===== config.mk =====
export PLATFORM = sky130hd
export DESIGN_NAME = bit_window_sequencer
export DESIGN_NICKNAME = d
export VERILOG_FILES = /design/src/rtl/bit_window_sequencer.sv
export SDC_FILE = /design/constraint.sdc
export NUM_CORES = 1
export LEC_CHECK = 0
export CAP_MARGIN = 20
export CORE_MARGIN = 1
export CORE_UTILIZATION = 35
export DETAILED_ROUTE_END_ITERATION = 8
export MAX_ROUTING_LAYER = met4
export PLACE_DENSITY_LB_ADDON = 0.05
export SYNTH_ARGS = -nofsm -noshare
export SYNTH_HDL_FRONTEND = slang
export SYNTH_SLANG_ARGS = --single-unit

===== constraint.sdc =====
create_clock -name clock_100Mhz -period 3.5 [get_ports clock_100Mhz]
set_clock_uncertainty 0.2 [all_clocks]
set_input_delay 0.525 -clock clock_100Mhz [delete_from_list [all_inputs] [get_ports clock_100Mhz]]
set_output_delay 0.525 -clock clock_100Mhz [all_outputs]
set_load 0.01 [all_outputs]

===== src/rtl/bit_window_sequencer.sv =====
// Paced sliding-window reader for a 1-bit block memory.
// Shares the memory port with a debug reader; the stream always wins.
module bit_window_sequencer #(
   parameter int ADDR_W   = 14,
   parameter int WIN      = 4,
   parameter int TICK_DIV = 100000000
) (
   input  logic              clock_100Mhz,
   input  logic              reset,
   input  logic              start,
   output logic              mem_en,
   output logic [ADDR_W-1:0] mem_addr,
   input  logic              mem_dout,
   output logic              bit_valid,
   output logic              bit_data,
   output logic              bit_first,
   output logic              bit_last,
   output logic [ADDR_W-1:0] window_base,
   input  logic              dbg_req,
   input  logic [ADDR_W-1:0] dbg_addr,
   output logic              dbg_ack,
   output logic              dbg_data,
   output logic              busy,
   output logic              done
);

   localparam int CW = $clog2(TICK_DIV);
   localparam logic [CW-1:0] TICK_MAX = CW'(TICK_DIV - 1);
   localparam logic [ADDR_W-1:0] OFF_LAST = ADDR_W'(WIN - 1);
   localparam logic [ADDR_W-1:0] BASE_LAST = ADDR_W'((1 << ADDR_W) - WIN);

   localparam logic [2:0] S_IDLE  = 3'd0;
   localparam logic [2:0] S_WAIT  = 3'd1;
   localparam logic [2:0] S_ISSUE = 3'd2;
   localparam logic [2:0] S_CAPT  = 3'd3;
   localparam logic [2:0] S_OUT   = 3'd4;

   logic [2:0]        state_q, state_d;
   logic [ADDR_W-1:0] base_q, base_d;
   logic [ADDR_W-1:0] off_q, off_d;
   logic [CW-1:0]     tick_q, tick_d;
   logic              busy_q, busy_d;
   logic              done_q, done_d;
   logic              bv_q, bv_d;
   logic              bd_q, bd_d;
   logic              bf_q, bf_d;
   logic              bl_q, bl_d;
   logic              dpend_q, dpend_d;
   logic              dcap_q, dcap_d;
   logic              darm_q, darm_d;
   logic              dack_q, dack_d;
   logic              ddat_q, ddat_d;
   logic              tick;
   logic              grant;

   assign tick  = (tick_q == TICK_MAX);
   assign grant = dpend_q && (state_q != S_ISSUE);

   always_comb begin
      state_d = state_q;
      base_d  = base_q;
      off_d   = off_q;
      busy_d  = busy_q;
      done_d  = done_q;
      bv_d    = 1'b0;
      bd_d    = bd_q;
      bf_d    = bf_q;
      bl_d    = bl_q;
      tick_d  = '0;
      if (busy_q) begin
         tick_d = tick ? '0 : tick_q + CW'(1);
      end
      case (state_q)
         S_IDLE: begin
            if (start) begin
               state_d = S_WAIT;
               busy_d  = 1'b1;
               done_d  = 1'b0;
               base_d  = '0;
               off_d   = '0;
               tick_d  = '0;
            end
         end
         S_WAIT: begin
            if (tick) begin
               state_d = S_ISSUE;
            end
         end
         S_ISSUE: state_d = S_CAPT;
         S_CAPT: begin
            // strobe is registered here so it lands in the OUT cycle
            state_d = S_OUT;
            bv_d    = 1'b1;
            bd_d    = mem_dout;
            bf_d    = (off_q == '0);
            bl_d    = (off_q == OFF_LAST);
            if (off_q == OFF_LAST && base_q == BASE_LAST) begin
               busy_d = 1'b0;
               done_d = 1'b1;
            end
         end
         S_OUT: begin
            if (off_q != OFF_LAST) begin
               off_d   = off_q + ADDR_W'(1);
               state_d = S_WAIT;
            end else if (base_q == BASE_LAST) begin
               state_d = S_IDLE;
            end else begin
               base_d  = base_q + ADDR_W'(1);
               off_d   = '0;
               state_d = S_WAIT;
            end
         end
         default: state_d = S_IDLE;
      endcase
   end

   always_comb begin
      dpend_d = dpend_q;
      darm_d  = darm_q;
      dack_d  = 1'b0;
      ddat_d  = ddat_q;
      dcap_d  = grant;
      if (!dbg_req) begin
         darm_d = 1'b1;
      end
      // a new request needs dbg_req seen low since the last acceptance
      if (dbg_req && darm_q && !dpend_q && !dcap_q) begin
         dpend_d = 1'b1;
         darm_d  = 1'b0;
      end
      if (grant) begin
         dpend_d = 1'b0;
      end
      if (dcap_q) begin
         dack_d = 1'b1;
         ddat_d = mem_dout;
      end
   end

   always_comb begin
      mem_en   = 1'b0;
      mem_addr = '0;
      if (state_q == S_ISSUE) begin
         mem_en   = 1'b1;
         mem_addr = base_q + off_q;
      end else if (dpend_q) begin
         mem_en   = 1'b1;
         mem_addr = dbg_addr;
      end
   end

   always_ff @(posedge clock_100Mhz or posedge reset) begin
      if (reset) begin
         state_q <= S_IDLE;
         base_q  <= '0;
         off_q   <= '0;
         tick_q  <= '0;
         busy_q  <= 1'b0;
         done_q  <= 1'b0;
         bv_q    <= 1'b0;
         bd_q    <= 1'b0;
         bf_q    <= 1'b0;
         bl_q    <= 1'b0;
         dpend_q <= 1'b0;
         dcap_q  <= 1'b0;
         darm_q  <= 1'b1;
         dack_q  <= 1'b0;
         ddat_q  <= 1'b0;
      end else begin
         state_q <= state_d;
         base_q  <= base_d;
         off_q   <= off_d;
         tick_q  <= tick_d;
         busy_q  <= busy_d;
         done_q  <= done_d;
         bv_q    <= bv_d;
         bd_q    <= bd_d;
         bf_q    <= bf_d;
         bl_q    <= bl_d;
         dpend_q <= dpend_d;
         dcap_q  <= dcap_d;
         darm_q  <= darm_d;
         dack_q  <= dack_d;
         ddat_q  <= ddat_d;
      end
   end

   assign bit_valid   = bv_q;
   assign bit_data    = bd_q;
   assign bit_first   = bf_q;
   assign bit_last    = bl_q;
   assign window_base = base_q;
   assign dbg_ack     = dack_q;
   assign dbg_data    = ddat_q;
   assign busy        = busy_q;
   assign done        = done_q;

endmodule

==> Yosys cells after proc, flatten, opt, wreduce, memory -nomap -nowiden <==
Index checks and enable logic that the tools add are counted.
{ "totals": {"register_bits": 69, "input_bits": 19, "output_inout_bits": 37, "wordCells": 83} }
{ "op_classes": {"add_sub_neg": 4, "eq_ne": 16, "muxes": 32, "reduce_logical": 16} }
{ "ops": {"columns": ["cell", "count"], "rows": [
  ["$mux W27", 4],
  ["$mux W14", 7],
  ["$pmux W14 S2", 2],
  ["$add A14 B1 Y14 const B", 2],
  ["$add A27 B1 Y27 const B", 1],
  ["$eq A27 B27 Y1 const B", 1],
  ["$pmux W3 S5", 1],
  ["$add A14 B14 Y14", 1],
  ["$eq A14 B14 Y1 const B", 1],
  ["$eq A14 B2 Y1 const B", 1],
  ["$logic_not A14 Y1", 1],
  ["$mux W1", 14],
  ["$ne A14 B2 Y1 const B", 1],
  ["$ne A2 B2 Y1 const B", 5],
  ["$eq A3 B2 Y1 const B", 2],
  ["$mux W3", 2],
  ["$reduce_and A3 Y1", 2],
  ["$reduce_bool A2 Y1", 3],
  ["$logic_and A1 B1 Y1", 5],
  ["$pmux W1 S2", 2],
  ["$reduce_and A4 Y1", 1],
  ["$eq A3 B1 Y1 const B", 1],
  ["$eq A3 B3 Y1 const B", 1],
  ["$logic_not A3 Y1", 1],
  ["other kinds (5)", 6]
]} }

==> Depth between registers and ports, before layout <==
{ "depth": {"ltp_word": 5, "mapped_depth": 8, "depth_no_buf": 7} }

==> Least setup slack after synthesis <==
OpenSTA, ideal clock, no wires.
{ "synth_timing": {"path_kind": "register to output", "start": "register base_q[0], in the netlist window_base[0]", "end": "output mem_addr[10]", "arrival_time_ps": 2218, "required_ps": 2775, "path_slack_ps": 557, "stages_incl_launch_ff": 8, "path_buffers": 0, "path_cell_list": "dfrtp_1 > ha_1 > fa_1 > a211oi_1 > o21ai_0 > a41o_1 > xnor2_1 > o21ai_0"} }
{ "synth_between": {"elab_chain_len": 2} }
{ "synth_lines": {"columns": ["element", "line", "source"], "rows": [
  ["from (decl)", "39", "logic [ADDR_W-1:0] base_q, base_d;"],
  ["from (signal assigned)", "172", "base_q <= base_d;"],
  ["$add A14 B14 Y14", "146", "mem_addr = base_q + off_q;"],
  ["$mux W14", "144", "if (state_q == S_ISSUE) begin"],
  ["to (decl)", "12", "output logic [ADDR_W-1:0] mem_addr,"]
]} }
Every way passes these cells.

==> Worst setup path after layout <==
{ "layout_timing": {"start": "register base_q[1], in the netlist window_base[1]", "end": "output mem_addr[11]"} }
Same word-level chain as after synthesis.

==> impl_metrics.ini <==
[status]
status = complete, no violations

[synth]
yosysSeqAreaShare_pct = 40.1
synth-seq-cells = 69
synth_cell_types = 56
yosysTopAreaCell = dfrtp_1
synth_top_family_by_area = simple AND/OR/NAND/NOR gates
yosys-top-cells-area = dfrtp_1 40%, ha_1 5.2%, xnor2_1 5.1%, nor2_1 5.1%, nand3_1 4.3%
synth_nets = 525
synth-async-reset-ratio_pct = 100
synth-compound-area-share_pct = 10.9
synthCells = 487
yosysTopAreaCellShare_pct = 39.5
yosys_warnings = 0
muxShareOfSynthArea_pct = 2.58
synthSimpleGateAreaFrac_pct = 28.5
synth-xor-area-share_pct = 8.54
synth_edf_count = 0
avgSynthCellArea_um2 = 8.85
syn_area_um2 = 4310
ys.flop_type = dfrtp_1
synth_fa_ha_area_share_pct = 5.69

[power_and_ir_drop]
leakagePower_nw = 2.41
comb_power_share_pct = 8.3
switchingPower_w = 0.000434
switching_share_pct = 21.9
p_clk_share_pct = 49.6
p_per_area_nw_per_um2 = 361
seqPwrFrac_pct = 42.0
peakVddDrop_mv = 0.194
internal-power_w = 0.00155

[floorplan]
initial_core_util_pct = 35.9
dieWidth_um = 113
dieArea_um2 = 12800
core-area_um2 = 12000
io_pins = 56
dieHeight_um = 113
core.rowCount = 40

[cts]
clock_latency_ps = 320
cts_buffers = 9
cts_sinks = 69
cts_tree = done
clkSlewWorstSetupHoldPaths_ps = 60
clk_path_buf_depth = 2
holdBufCountCts = 0
root_buffer = clkbuf_16
cts_max_level = 3

[timing]
finalSetupViolations = 0
finalSetupTns_ps = 0
fmax_ghz = 0.299
hold_viol_final = 0
relSlewSlack_pct = 46.5
fin_crit_sh_pct = 95.7
slew_viol_final = 0
setup_ws_ps = 152
rsz0062_at_grt = false
worst_pin_slew_ps = 802
period_minus_slack_ps = 3350

[critical_path]
worst_r2r_endpoint = window_base[3]
rrSetupSlack_ps = 920
cp-start-kind = flop
crit_chain = ha_1, a211oi_2, o211ai_1, a311o_1, a2111o_1, o211ai_1, clkdlybuf4s15_1
endpoint_kind = primary output
reg2reg_depth = 6
crit_family = compound AO/OA/AOI/OAI gates
slowest_delay_ps = 410
critPathKind = reg -> out
cp_max_fo = 3
crit_slowest_cell = a2111o_1
worst_path_most_repeated_cell = o211ai_1
path_buf_inv = 1
cp.required_ps = 2770
crit_arrival_ps = 2620
timing.rr.start = off_q[4]

[finish]
fin_cells = 711
antenna_cells = 0
layout_commonest_cell = dfrtp_1
syn2layout_area_growth_pct = 27.6
drive_gt1_share_pct = 11.5
mostFrequentLayoutCells = 67 x dfrtp_1, 58 x nor2_1, 49 x nand2_1, 48 x clkdlybuf4s50_1, 37 x nand3_1
final_nets = 597
n_fill_cell = 1198

[drt]
drtIter0Drc = 249
drc = 0
drt_wl_total_mm = 11.1
drt_pass1_iterations = 4
via_per_inst = 5.25
vias = 3735
wl_per_cell_um = 15.6
antenna_left = 0

[worst_hold_path]
hp-class = reg -> reg
whs_path_depth = 0
holdPathEnd = dbg_ack
hold_start = dcap_q

[placed_design]
place_inst = 694
dp_slack_ps = 58.7
gp_congestion = 0.833
place_hpwl_mm = 8.11
port_buffers = 55

[global_route]
grt_use_total_pct = 18.8
grt_antenna_before_repair = 0
grt_pass1_wl_mm = 18.4
grt_pass1_vias = 3617
grt_max_degree = 36
overflow = 0

[flow_run]
maxCapViolations = 0
[worst max-delay path by stage]
stage / startpoint / end / slack, ps / cells after the start
after CTS: off_q[0] / mem_addr[8] / 10 / 8
after global placement: off_q[0] / mem_addr[10] / 50 / 8
after global routing: off_q[6] / mem_addr[11] / 8 / 7
final: window_base[1] / mem_addr[11] / 150 / 7
after floorplan: window_base[0] / mem_addr[10] / 560 / 7
after detailed placement: off_q[0] / mem_addr[10] / 60 / 8
[area by class of cell]
| cell class | instances | area [um2] | share of cell area [%] |
|---|---|---|---|
| Timing Repair Buffer | 79 | 747 | 13.6 |
| Inverter | 16 | 60.1 | 1.09 |
| Tap cell | 147 | 184 | 3.35 |
| Multi-Input combinational cell | 384 | 2450 | 44.6 |
| Clock inverter | 5 | 83.8 | 1.53 |
| Sequential cell | 69 | 1730 | 31.5 |
| Clock buffer | 11 | 243 | 4.42 |
[routing by layer]
layer	track usage [%]	share of wire, %
met1	28.0	53
met2	25.9	41
met3	3.37	5.1
met4	5.18	0.46
met5	-	0
[kinds of logic after synthesis]
logic type	Yosys count
muxes	11
xor gates and xnor gates	42
buffers and inverters	34
DFF	69
AOI/OAI and AO/OA	72
adders and majority gates	19
and+or+nand+nor	240
[synthesized netlist by cell type (all sizes together), types with 2 or more instances]
library cell  instances
nand4                12
dfrtp                68
a21oi                12
nor3                 12
or3                   3
nand3                39
and2                  3
o21ai                24
and3                 10
nor4b                 2
xnor2                25
ha                   18
buf                   7
o21bai                2
mux2i                10
a21o                  4
a211oi                5
o211ai                3
nor4                 23
or4                   3
o31ai                 5
o21a                  5
xor2                 17
nor2                 58
nand2b                3
clkbuf               11
nand2                49
or2                  10
and4                  8
a31oi                 3
nor2b                 2
a2111o                2
inv                  16
[metrics by stage]
step / utilization (%) / instance area, um2 / hold slack [ps] / total power (W)
after CTS: 45.6 / 5480 / 245 / 0.00201
after detailed placement: 42.7 / 5130 / 234 / 0.00101
after global routing: 45.8 / 5500 / 252 / 0.00207
final: 45.8 / 5500 / 239 / 0.00198
after global placement: 42.7 / 5130 / 227 / 0.00101
after floorplan: - / 4310 / 197 / 0.000916
[sequential cells by signal, indices dropped and copies added, names as in the netlist, 3 cells and up]
register / flops
window_base: 14
tick_q: 27
state_q: 3
off_q: 14
[power by group through the flow]
stage	Combinational, W	Clock, W	Sequential, W
2_1_floorplan	0.0000700	0	0.000846
5_1_grt	0.000183	0.00105	0.000835
4_1_cts	0.000168	0.00101	0.000833
3_3_place_gp	0.000168	0	0.000846
6_report	0.000165	0.000983	0.000833
3_5_place_dp	0.000168	0	0.000847
[timing repair]
item                                    4_1_cts  5_1_grt
setup buffers                                 1        0
cloned                                        0        0
pin swaps                                     3        2
endpoints found under the setup margin        7        4
resized for setup                            12        6
Power figures use the tool's default switching activity.
